===== src/rtl/sccb_init_seq.sv =====
// rtl/sccb_init_seq.sv - table-driven SCCB register-init sequencer with optional read-back verify
module sccb_init_seq #(
    parameter logic [7:0] CHIP_ADDR  = 8'h42,
    parameter int         MAX_CMDS   = 64,
    parameter int         CYC_PER_MS = 25000,
    parameter bit         VERIFY     = 1'b1,
    parameter int         MAX_TRIES  = 3,
    parameter logic [7:0] DELAY_TAG  = 8'hF0,
    parameter logic [7:0] END_TAG    = 8'hFF,
    localparam int        AW         = $clog2(MAX_CMDS)
) (
    input  logic          clk,
    input  logic          reset,
    input  logic          i_start,
    output logic [AW-1:0] o_rom_addr,
    input  logic [15:0]   i_rom_data,
    output logic          o_sccb_start,
    output logic          o_sccb_rw,
    output logic [7:0]    o_sccb_addr,
    output logic [7:0]    o_sccb_subaddr,
    output logic [7:0]    o_sccb_wdata,
    input  logic [7:0]    i_sccb_rdata,
    input  logic          i_sccb_done,
    output logic          o_busy,
    output logic          o_done,
    output logic          o_error,
    output logic [AW-1:0] o_err_index
);
    localparam int TW = $clog2(MAX_TRIES + 1);
    localparam int PW = $clog2(CYC_PER_MS + 1);

    typedef enum logic [3:0] {
        S_IDLE, S_FETCH, S_DECODE, S_WRITE, S_WWAIT, S_READ,
        S_RWAIT, S_CHECK, S_DELAY, S_NEXT, S_DONE, S_FAIL
    } state_t;

    state_t        r_state;
    logic [AW-1:0] r_index;
    logic [TW-1:0] r_try;
    logic [PW-1:0] r_pre;
    logic [7:0]    r_ms;
    logic [7:0]    r_sub;
    logic [7:0]    r_value;
    logic [7:0]    r_rdata;

    // COM7 with the soft-reset bit self-clears, so reading it back can never match
    wire w_verifiable = VERIFY && !(r_sub == 8'h12 && r_value[7]);
    wire w_last       = (r_index == AW'(MAX_CMDS - 1));
    wire w_retry      = (r_try + 1'b1) < TW'(MAX_TRIES);

    always_ff @(posedge clk) begin
        if (!reset) begin
            r_state        <= S_IDLE;
            r_index        <= '0;
            r_try          <= '0;
            r_pre          <= '0;
            r_ms           <= '0;
            r_sub          <= '0;
            r_value        <= '0;
            r_rdata        <= '0;
            o_rom_addr     <= '0;
            o_sccb_start   <= 1'b0;
            o_sccb_rw      <= 1'b0;
            o_sccb_addr    <= '0;
            o_sccb_subaddr <= '0;
            o_sccb_wdata   <= '0;
            o_busy         <= 1'b0;
            o_done         <= 1'b0;
            o_error        <= 1'b0;
            o_err_index    <= '0;
        end else begin
            o_sccb_start <= 1'b0;
            case (r_state)
                S_IDLE, S_DONE, S_FAIL: begin
                    if (i_start) begin
                        o_done      <= 1'b0;
                        o_error     <= 1'b0;
                        o_err_index <= '0;
                        r_index     <= '0;
                        r_try       <= '0;
                        o_rom_addr  <= '0;
                        o_busy      <= 1'b1;
                        r_state     <= S_FETCH;
                    end
                end
                // rom_addr was already updated on entry, so the ROM output is valid in DECODE
                S_FETCH: begin
                    o_rom_addr <= r_index;
                    r_state    <= S_DECODE;
                end
                S_DECODE: begin
                    r_sub   <= i_rom_data[15:8];
                    r_value <= i_rom_data[7:0];
                    if (i_rom_data[15:8] == END_TAG) begin
                        o_done  <= 1'b1;
                        o_busy  <= 1'b0;
                        r_state <= S_DONE;
                    end else if (i_rom_data[15:8] == DELAY_TAG) begin
                        r_ms    <= i_rom_data[7:0];
                        r_pre   <= '0;
                        r_state <= (i_rom_data[7:0] == 8'h00) ? S_NEXT : S_DELAY;
                    end else begin
                        o_sccb_start   <= 1'b1;
                        o_sccb_rw      <= 1'b0;
                        o_sccb_addr    <= CHIP_ADDR & 8'hFE;
                        o_sccb_subaddr <= i_rom_data[15:8];
                        o_sccb_wdata   <= i_rom_data[7:0];
                        r_state        <= S_WRITE;
                    end
                end
                S_WRITE: r_state <= S_WWAIT;
                S_WWAIT: begin
                    if (i_sccb_done) begin
                        if (w_verifiable) begin
                            o_sccb_start <= 1'b1;
                            o_sccb_rw    <= 1'b1;
                            o_sccb_addr  <= CHIP_ADDR | 8'h01;
                            r_state      <= S_READ;
                        end else begin
                            r_state <= S_NEXT;
                        end
                    end
                end
                S_READ: r_state <= S_RWAIT;
                S_RWAIT: begin
                    if (i_sccb_done) begin
                        r_rdata <= i_sccb_rdata;
                        r_state <= S_CHECK;
                    end
                end
                S_CHECK: begin
                    if (r_rdata == r_value) begin
                        r_try   <= '0;
                        r_state <= S_NEXT;
                    end else if (w_retry) begin
                        r_try          <= r_try + 1'b1;
                        o_sccb_start   <= 1'b1;
                        o_sccb_rw      <= 1'b0;
                        o_sccb_addr    <= CHIP_ADDR & 8'hFE;
                        o_sccb_subaddr <= r_sub;
                        o_sccb_wdata   <= r_value;
                        r_state        <= S_WRITE;
                    end else begin
                        o_err_index <= r_index;
                        o_error     <= 1'b1;
                        o_busy      <= 1'b0;
                        r_state     <= S_FAIL;
                    end
                end
                // prescaler counts cycles within a ms, r_ms counts remaining ms
                S_DELAY: begin
                    if (r_pre == PW'(CYC_PER_MS - 1)) begin
                        r_pre <= '0;
                        if (r_ms == 8'd1) r_state <= S_NEXT;
                        else              r_ms    <= r_ms - 8'd1;
                    end else begin
                        r_pre <= r_pre + 1'b1;
                    end
                end
                S_NEXT: begin
                    if (w_last) begin
                        o_done  <= 1'b1;
                        o_busy  <= 1'b0;
                        r_state <= S_DONE;
                    end else begin
                        r_index    <= r_index + 1'b1;
                        o_rom_addr <= r_index + 1'b1;
                        r_state    <= S_FETCH;
                    end
                end
                default: r_state <= S_IDLE;
            endcase
        end
    end
endmodule


===== config.mk =====
export PLATFORM = sky130hd
export DESIGN_NAME = sccb_init_seq
export DESIGN_NICKNAME = d
export VERILOG_FILES = /design/src/rtl/sccb_init_seq.sv
export SDC_FILE = /design/constraint.sdc
export NUM_CORES = 1
export LEC_CHECK = 0
export ABC_AREA = 1
export CORE_AREA = 2 2 69 136
export DETAILED_ROUTE_END_ITERATION = 10
export DIE_AREA = 0 0 71 138
export PLACE_DENSITY = 0.78
export SETUP_SLACK_MARGIN = 0.5
export SLEW_MARGIN = 20
export SYNTH_ARGS = -nofsm -noshare
export SYNTH_HDL_FRONTEND = slang
export SYNTH_SLANG_ARGS = --single-unit

===== constraint.sdc =====
create_clock -name clk -period 4.4 [get_ports clk]
set_input_delay 0.66 -clock clk [delete_from_list [all_inputs] [get_ports clk]]
set_output_delay 0.66 -clock clk [all_outputs]
set_load 0.02 [all_outputs]

==> results of run 1 <==
[area by class of cell]
cell class,count,area [sq um]
clock buffer,10,229
clock inverter,6,63.8
fill,856,3290
inverter,75,282
multi-input combinational,503,2400
sequential,93,1860
tap,102,128
timing repair buffer,64,638
[cells by family (layout without fill, tap and decap cells)]
kind of cell	after synthesis	in the layout	synth area share [%]
buf+inv	103	155	9.33
other cells	1	5	0.0801
simple gates	320	320	30.1
xor+xnor	6	6	1.12
flops	93	93	39.8
fa+ha+maj	5	5	1.34
compound gates	167	167	18.2
[critical path: stages]
cell	delay (ps)
clkdlybuf4s50_1	450
buf_4	370
inv_2	370
a21oi_2	400
o21ai_0	150
a21oi_1	130
[synth_stat cells, drive strengths merged]
library cell	count
nand2	149
nor2	97
dfxtp	93
a21oi	82
o21ai	78
inv	75
nand3	52
buf	17
nor3	13
clkbuf	11
ha	5
nand4	5
xnor2	5
nand3b	2
o211ai	2
o22ai	2
or2	2
a211oi	1
a31oi	1
conb	1
o21bai	1
xor2	1
[per-stage QoR]
| stage | hold slack, ps | setup WS [ps] | instances | area (sq um) |
|---|---|---|---|---|
| after global placement | 451 | 1800 | 837 | 5310 |
| after detailed placement | 456 | 1770 | 837 | 5310 |
| after CTS | 465 | 2140 | 853 | 5600 |
| after global routing | 489 | 1980 | 853 | 5600 |
| final | 460 | 2130 | 853 | 5600 |
| after floorplan | 437 | 2650 | 699 | 4690 |
[sequential cells by signal (all words and copies together) (netlist names), 2 cells and up]
signal	count
o_sccb_wdata	8
o_sccb_subaddr	8
r_index	6
r_sub	8
r_pre	15
r_ms	8
r_value	8
r_rdata	8
r_try	2
o_rom_addr	6
o_sccb_addr	2
o_err_index	6
r_state	4
[layer usage]
layer  GRT usage [%]  wire length (um)
met5               0                 0
met3            4.08               443
met1            25.8              4400
met4            17.5               766
met2            48.1              7000
[worst max path at each step]
stage                         startpoint        to  slack (ps)  cells after the start
after floorplan           i_rom_data[12]  r_pre[4]        2650                     10
after global placement             reset  r_pre[4]        1800                      6
after detailed placement           reset  r_pre[9]        1770                      6
after CTS                          reset  r_pre[9]        2140                      6
after global routing               reset  r_pre[2]        1980                      6
final                              reset  r_pre[9]        2130                      6
[report_power, final]
| group | switching (W) | leakage (nW) | internal [W] |
|---|---|---|---|
| Combinational | 0.000797 | 1.31 | 0.000431 |
| Sequential | 0.000148 | 0.755 | 0.00102 |
| Clock | 0.000331 | 0.138 | 0.000439 |
| Total | 0.00128 | 2.20 | 0.00189 |
==> flow_summary_export.csv, run 1 <==
group,metric,value,unit
status,status,"finished clean",
worst_setup_path,endpoint_kind,"flip-flop",
timing,min_period,2270,ps
final_layout,drive_above_1_share,6.79,%
clock_network,cts_setup_buffers,0,
worst_setup_path,crit_path_max_fanout,46,
route,wl_per_cell,14.8,um
die,io_pins,69,
timing,finalHoldViolCount,0,
pwr,p_total,0.00317,W
route,totalWireLength,12600,um
timing,maxSlewHeadroom,58.0,%
route,drc,0,
pwr,peakVddDrop,0.309,mV
die,core,0.00889,sq mm
clock_network,clk_pin_slew_worst_paths,60,ps
final_layout,areaGrowthSynthToFinish,19.6,%
timing,finalClockSkew,5.98,ps
timing,slew_viol_final,0,
final_layout,most-common-layout-cells,"nand2_1, dfxtp_1, nor2_1",
die,dieArea,0.00980,sq mm
die,start_util,52.6,%
timing,setup_viol,0,
route,drt-pass1-iter-count,7,
synth,yosysWarnings,0,
timing,rsz0062_at_grt,"false",
synth,synthCells,695,
min_path,hold_path_depth,2,
worst_setup_path,r2r-start,"r_state[1]",
final_layout,fin_util,63.0,%
timing,period_share,51.6,%
global_routing,grtUsageTotal,26.1,%
synth,synth_area_leader_cell,"dfxtp_1",
worst_setup_path,r2r-end,"r_ms[0]",
clock_network,cts_resized,0,
clock_network,cts_root_buf,"clkbuf_16",
die,fp-row-count,49,
timing,fmax,0.441,GHz
clock_network,hold_buffers,0,
synth,syn_area_per_cell,6.73,sq um
global_routing,grt_max_degree,47,
synth,synth_seq_cells,93,
die,die_w,71,um
min_path,hp-class,"flip-flop to flip-flop",
final_layout,antennaDiodeCount,0,
synth,seq_area_frac_synth,39.8,%
min_path,hold_end,"o_err_index[0]",
pwr,power_density,566,mW/mm^2
clock_network,numCtsBuffers,9,
placed_design,gp_congestion,0.883,
clock_network,cts_buffer_depth,2,
pwr,power_leakage,2.20,nW
global_routing,antenna_found_initial,0,
die,chipHeight,138,um
timing,fin_setup_tns,0,ps
final_layout,final_common_cell,"nand2_1",
synth,synthTopCellsByArea,"dfxtp_1, nand2_1, a21oi_1",
worst_setup_path,r2r_setup_slack,2280,ps
worst_setup_path,path_class,"primary input to flip-flop",
synth,yosys.cell_types.count,34,
global_routing,grt_pass1_vias,4510,
final_layout,nets,779,
clock_network,cts_tree,"yes",
worst_setup_path,rr_worst_depth,7,
global_routing,grt_pass1_wl,20300,um
timing,tightest_slew,629,ps
clock_network,cts.sinks,93,
route,final_antenna_net_count,0,
route,initialDrtViolationCount,359,
clock_network,htree_levels,3,
global_routing,grt-ovfl-total,0,
worst_setup_path,startpoint_type,"primary input",
route,via_per_inst,5.52,
placed_design,io_buffers,63,
worst_setup_path,arrival,2550,ps
placed_design,hpwl,9620,um
synth,netlist_area,0.00468,sq mm
synth,synth_top_area_share,39.8,%
clock_network,clk_latency,350,ps
min_path,min-delay-start,"o_err_index[0]",
run,maxCapViolations,0,
route,vias,4706,
worst_setup_path,crit_required,4680,ps
Power figures use the tool's default switching activity.
==> inputs of run 2 (changes only) <==
CORE_AREA = 2 2 69 137   (was 2 2 69 136)
DIE_AREA = 0 0 71 139   (was 0 0 71 138)
PLACE_DENSITY = 0.77   (was 0.78)
clock period = 2.35 ns   (was 4.4 ns; I/O delays follow)
==> flow_summary_export.csv, run 2 (synthesis results as in run 1) <==
group,metric,value,unit
die,dieArea,0.00987,sq mm
route,vias,4878,
timing,finalClockSkew,4.62,ps
pwr,peakVddDrop,0.675,mV
min_path,min-delay-start,"o_rom_addr[4]",
clock_network,cts_buffer_depth,2,
clock_network,clk_latency,350,ps
timing,fmax,0.556,GHz
route,via_per_inst,5.59,
worst_setup_path,r2r-end,"o_sccb_wdata[6]",
clock_network,hold_buffers,0,
pwr,power_density,1100,mW/mm^2
status,status,"finished clean",
worst_setup_path,crit_path_max_fanout,17,
route,totalWireLength,13400,um
run,maxCapViolations,0,
clock_network,cts.sinks,93,
placed_design,hpwl,9690,um
route,wl_per_cell,15.4,um
worst_setup_path,arrival,2020,ps
min_path,hold_path_depth,2,
final_layout,antennaDiodeCount,0,
placed_design,io_buffers,63,
route,drt-pass1-iter-count,7,
min_path,hp-class,"flip-flop to flip-flop",
worst_setup_path,r2r-start,"r_state[2]",
clock_network,htree_levels,3,
min_path,hold_end,"o_rom_addr[4]",
final_layout,areaGrowthSynthToFinish,27.0,%
die,fp-row-count,49,
final_layout,regMostFlops,"r_pre",
clock_network,cts_tree,"yes",
global_routing,grt_pass1_wl,21000,um
route,drc,0,
die,start_util,52.6,%
route,final_antenna_net_count,0,
timing,fin_setup_tns,0,ps
die,core,0.00889,sq mm
timing,rsz0062_at_grt,"false",
final_layout,most-common-layout-cells,"nand2_1, dfxtp_1, nor2_1",
clock_network,cts_root_buf,"clkbuf_16",
final_layout,final.fill_count,792,
clock_network,numCtsBuffers,9,
timing,min_period,1800,ps
clock_network,clk_pin_slew_worst_paths,60,ps
worst_setup_path,startpoint_type,"flip-flop",
timing,finalHoldViolCount,0,
pwr,power_leakage,2.38,nW
final_layout,nets,799,
route,initialDrtViolationCount,383,
final_layout,final_common_cell,"nand2_1",
global_routing,grt_max_degree,37,
global_routing,antenna_found_initial,0,
worst_setup_path,crit_required,2570,ps
die,chipHeight,139,um
timing,period_share,76.5,%
worst_setup_path,path_class,"flip-flop to flip-flop",
die,die_w,71,um
global_routing,grt_pass1_vias,4593,
worst_setup_path,rr_worst_depth,10,
global_routing,grtUsageTotal,27.0,%
die,io_pins,69,
timing,slew_viol_final,0,
timing,setup_viol,0,
final_layout,largest_reg_flops,15,
worst_setup_path,r2r_setup_slack,550,ps
placed_design,gp_congestion,0.947,
final_layout,drive_above_1_share,11.3,%
worst_setup_path,endpoint_kind,"flip-flop",
global_routing,grt-ovfl-total,0,
pwr,p_total,0.00653,W
## run 2: cell types whose count changed in the layout (fill, tap and decap cells not counted), sizes merged
| cell | change |
|---|---|
| clkinv | -2 |
| bufinv | +2 |
| clkbuf | +2 |
| clkinvlp | -2 |
| buf | +19 |
| nor2 | +1 |
## run 2: worst max-delay path, cell delays in order, from the launching register on
cell     delay [ps]
dfxtp_1         360
inv_2           100
nand2_2          90
nor2_4          240
buf_4           170
nor2_2           70
nor2_4          240
buf_12          150
nand2_8          90
nand2_1         100
a21oi_1          60
## run 2: worst max-delay path by stage
stage	end	slack, ps	depth (start not counted)	startpoint
2_1_floorplan	o_rom_addr[5]	810	10	r_index[0]
5_1_grt	r_state[3]	470	9	r_pre[1]
6_report	o_sccb_wdata[6]	550	10	r_state[2]
3_5_place_dp	r_ms[0]	100	8	i_rom_data[15]
4_1_cts	o_sccb_wdata[6]	460	9	r_value[7]
3_3_place_gp	r_ms[4]	190	8	i_rom_data[12]
## run 2: metrics by stage
stage / utilization [%] / std cells / setup slack [ps] / hold slack (ps) / instance area [sq um]
3_3_place_gp: 60.2 / 841 / 194 / 450 / 5350
4_1_cts: 65.1 / 865 / 465 / 461 / 5780
3_5_place_dp: 60.2 / 841 / 97.0 / 452 / 5350
2_1_floorplan: - / 699 / 806 / 437 / 4690
6_report: 66.9 / 873 / 552 / 459 / 5940
5_1_grt: 66.9 / 873 / 469 / 484 / 5940
## run 2: area by class of cell
| type | instances | area (sq um) | share of cell area (%) |
|---|---|---|---|
| Clock buffer | 12 | 246 | 4.15 |
| Clock inverter | 4 | 95.1 | 1.60 |
| Inverter | 75 | 284 | 4.78 |
| Multi-Input combinational cell | 504 | 2500 | 42.1 |
| Sequential cell | 93 | 1870 | 31.5 |
| Tap cell | 102 | 128 | 2.15 |
| Timing Repair Buffer | 83 | 818 | 13.8 |
## run 2: per-layer routing
metal / vias to the layer above / routed length (um) / GRT usage [%]
li1: 2400 / - / -
met1: 2246 / 4630 / 25.5
met2: 185 / 7530 / 51.6
met3: 47 / 562 / 5.01
met4: 0 / 688 / 15.2
met5: - / 0 / 0
## run 2: where the power goes
part	switching (W)	internal (W)
Combinational	0.00163	0.00102
Clock	0.000605	0.00107
Sequential	0.000284	0.00192
## run 2: repair_timing
action / 4_1_cts / 5_1_grt
setup endpoints to repair: 39 / 62
gates cloned: 0 / 1
setup buffers: 8 / 7
pin swaps: 4 / 6
resized for setup: 5 / 28
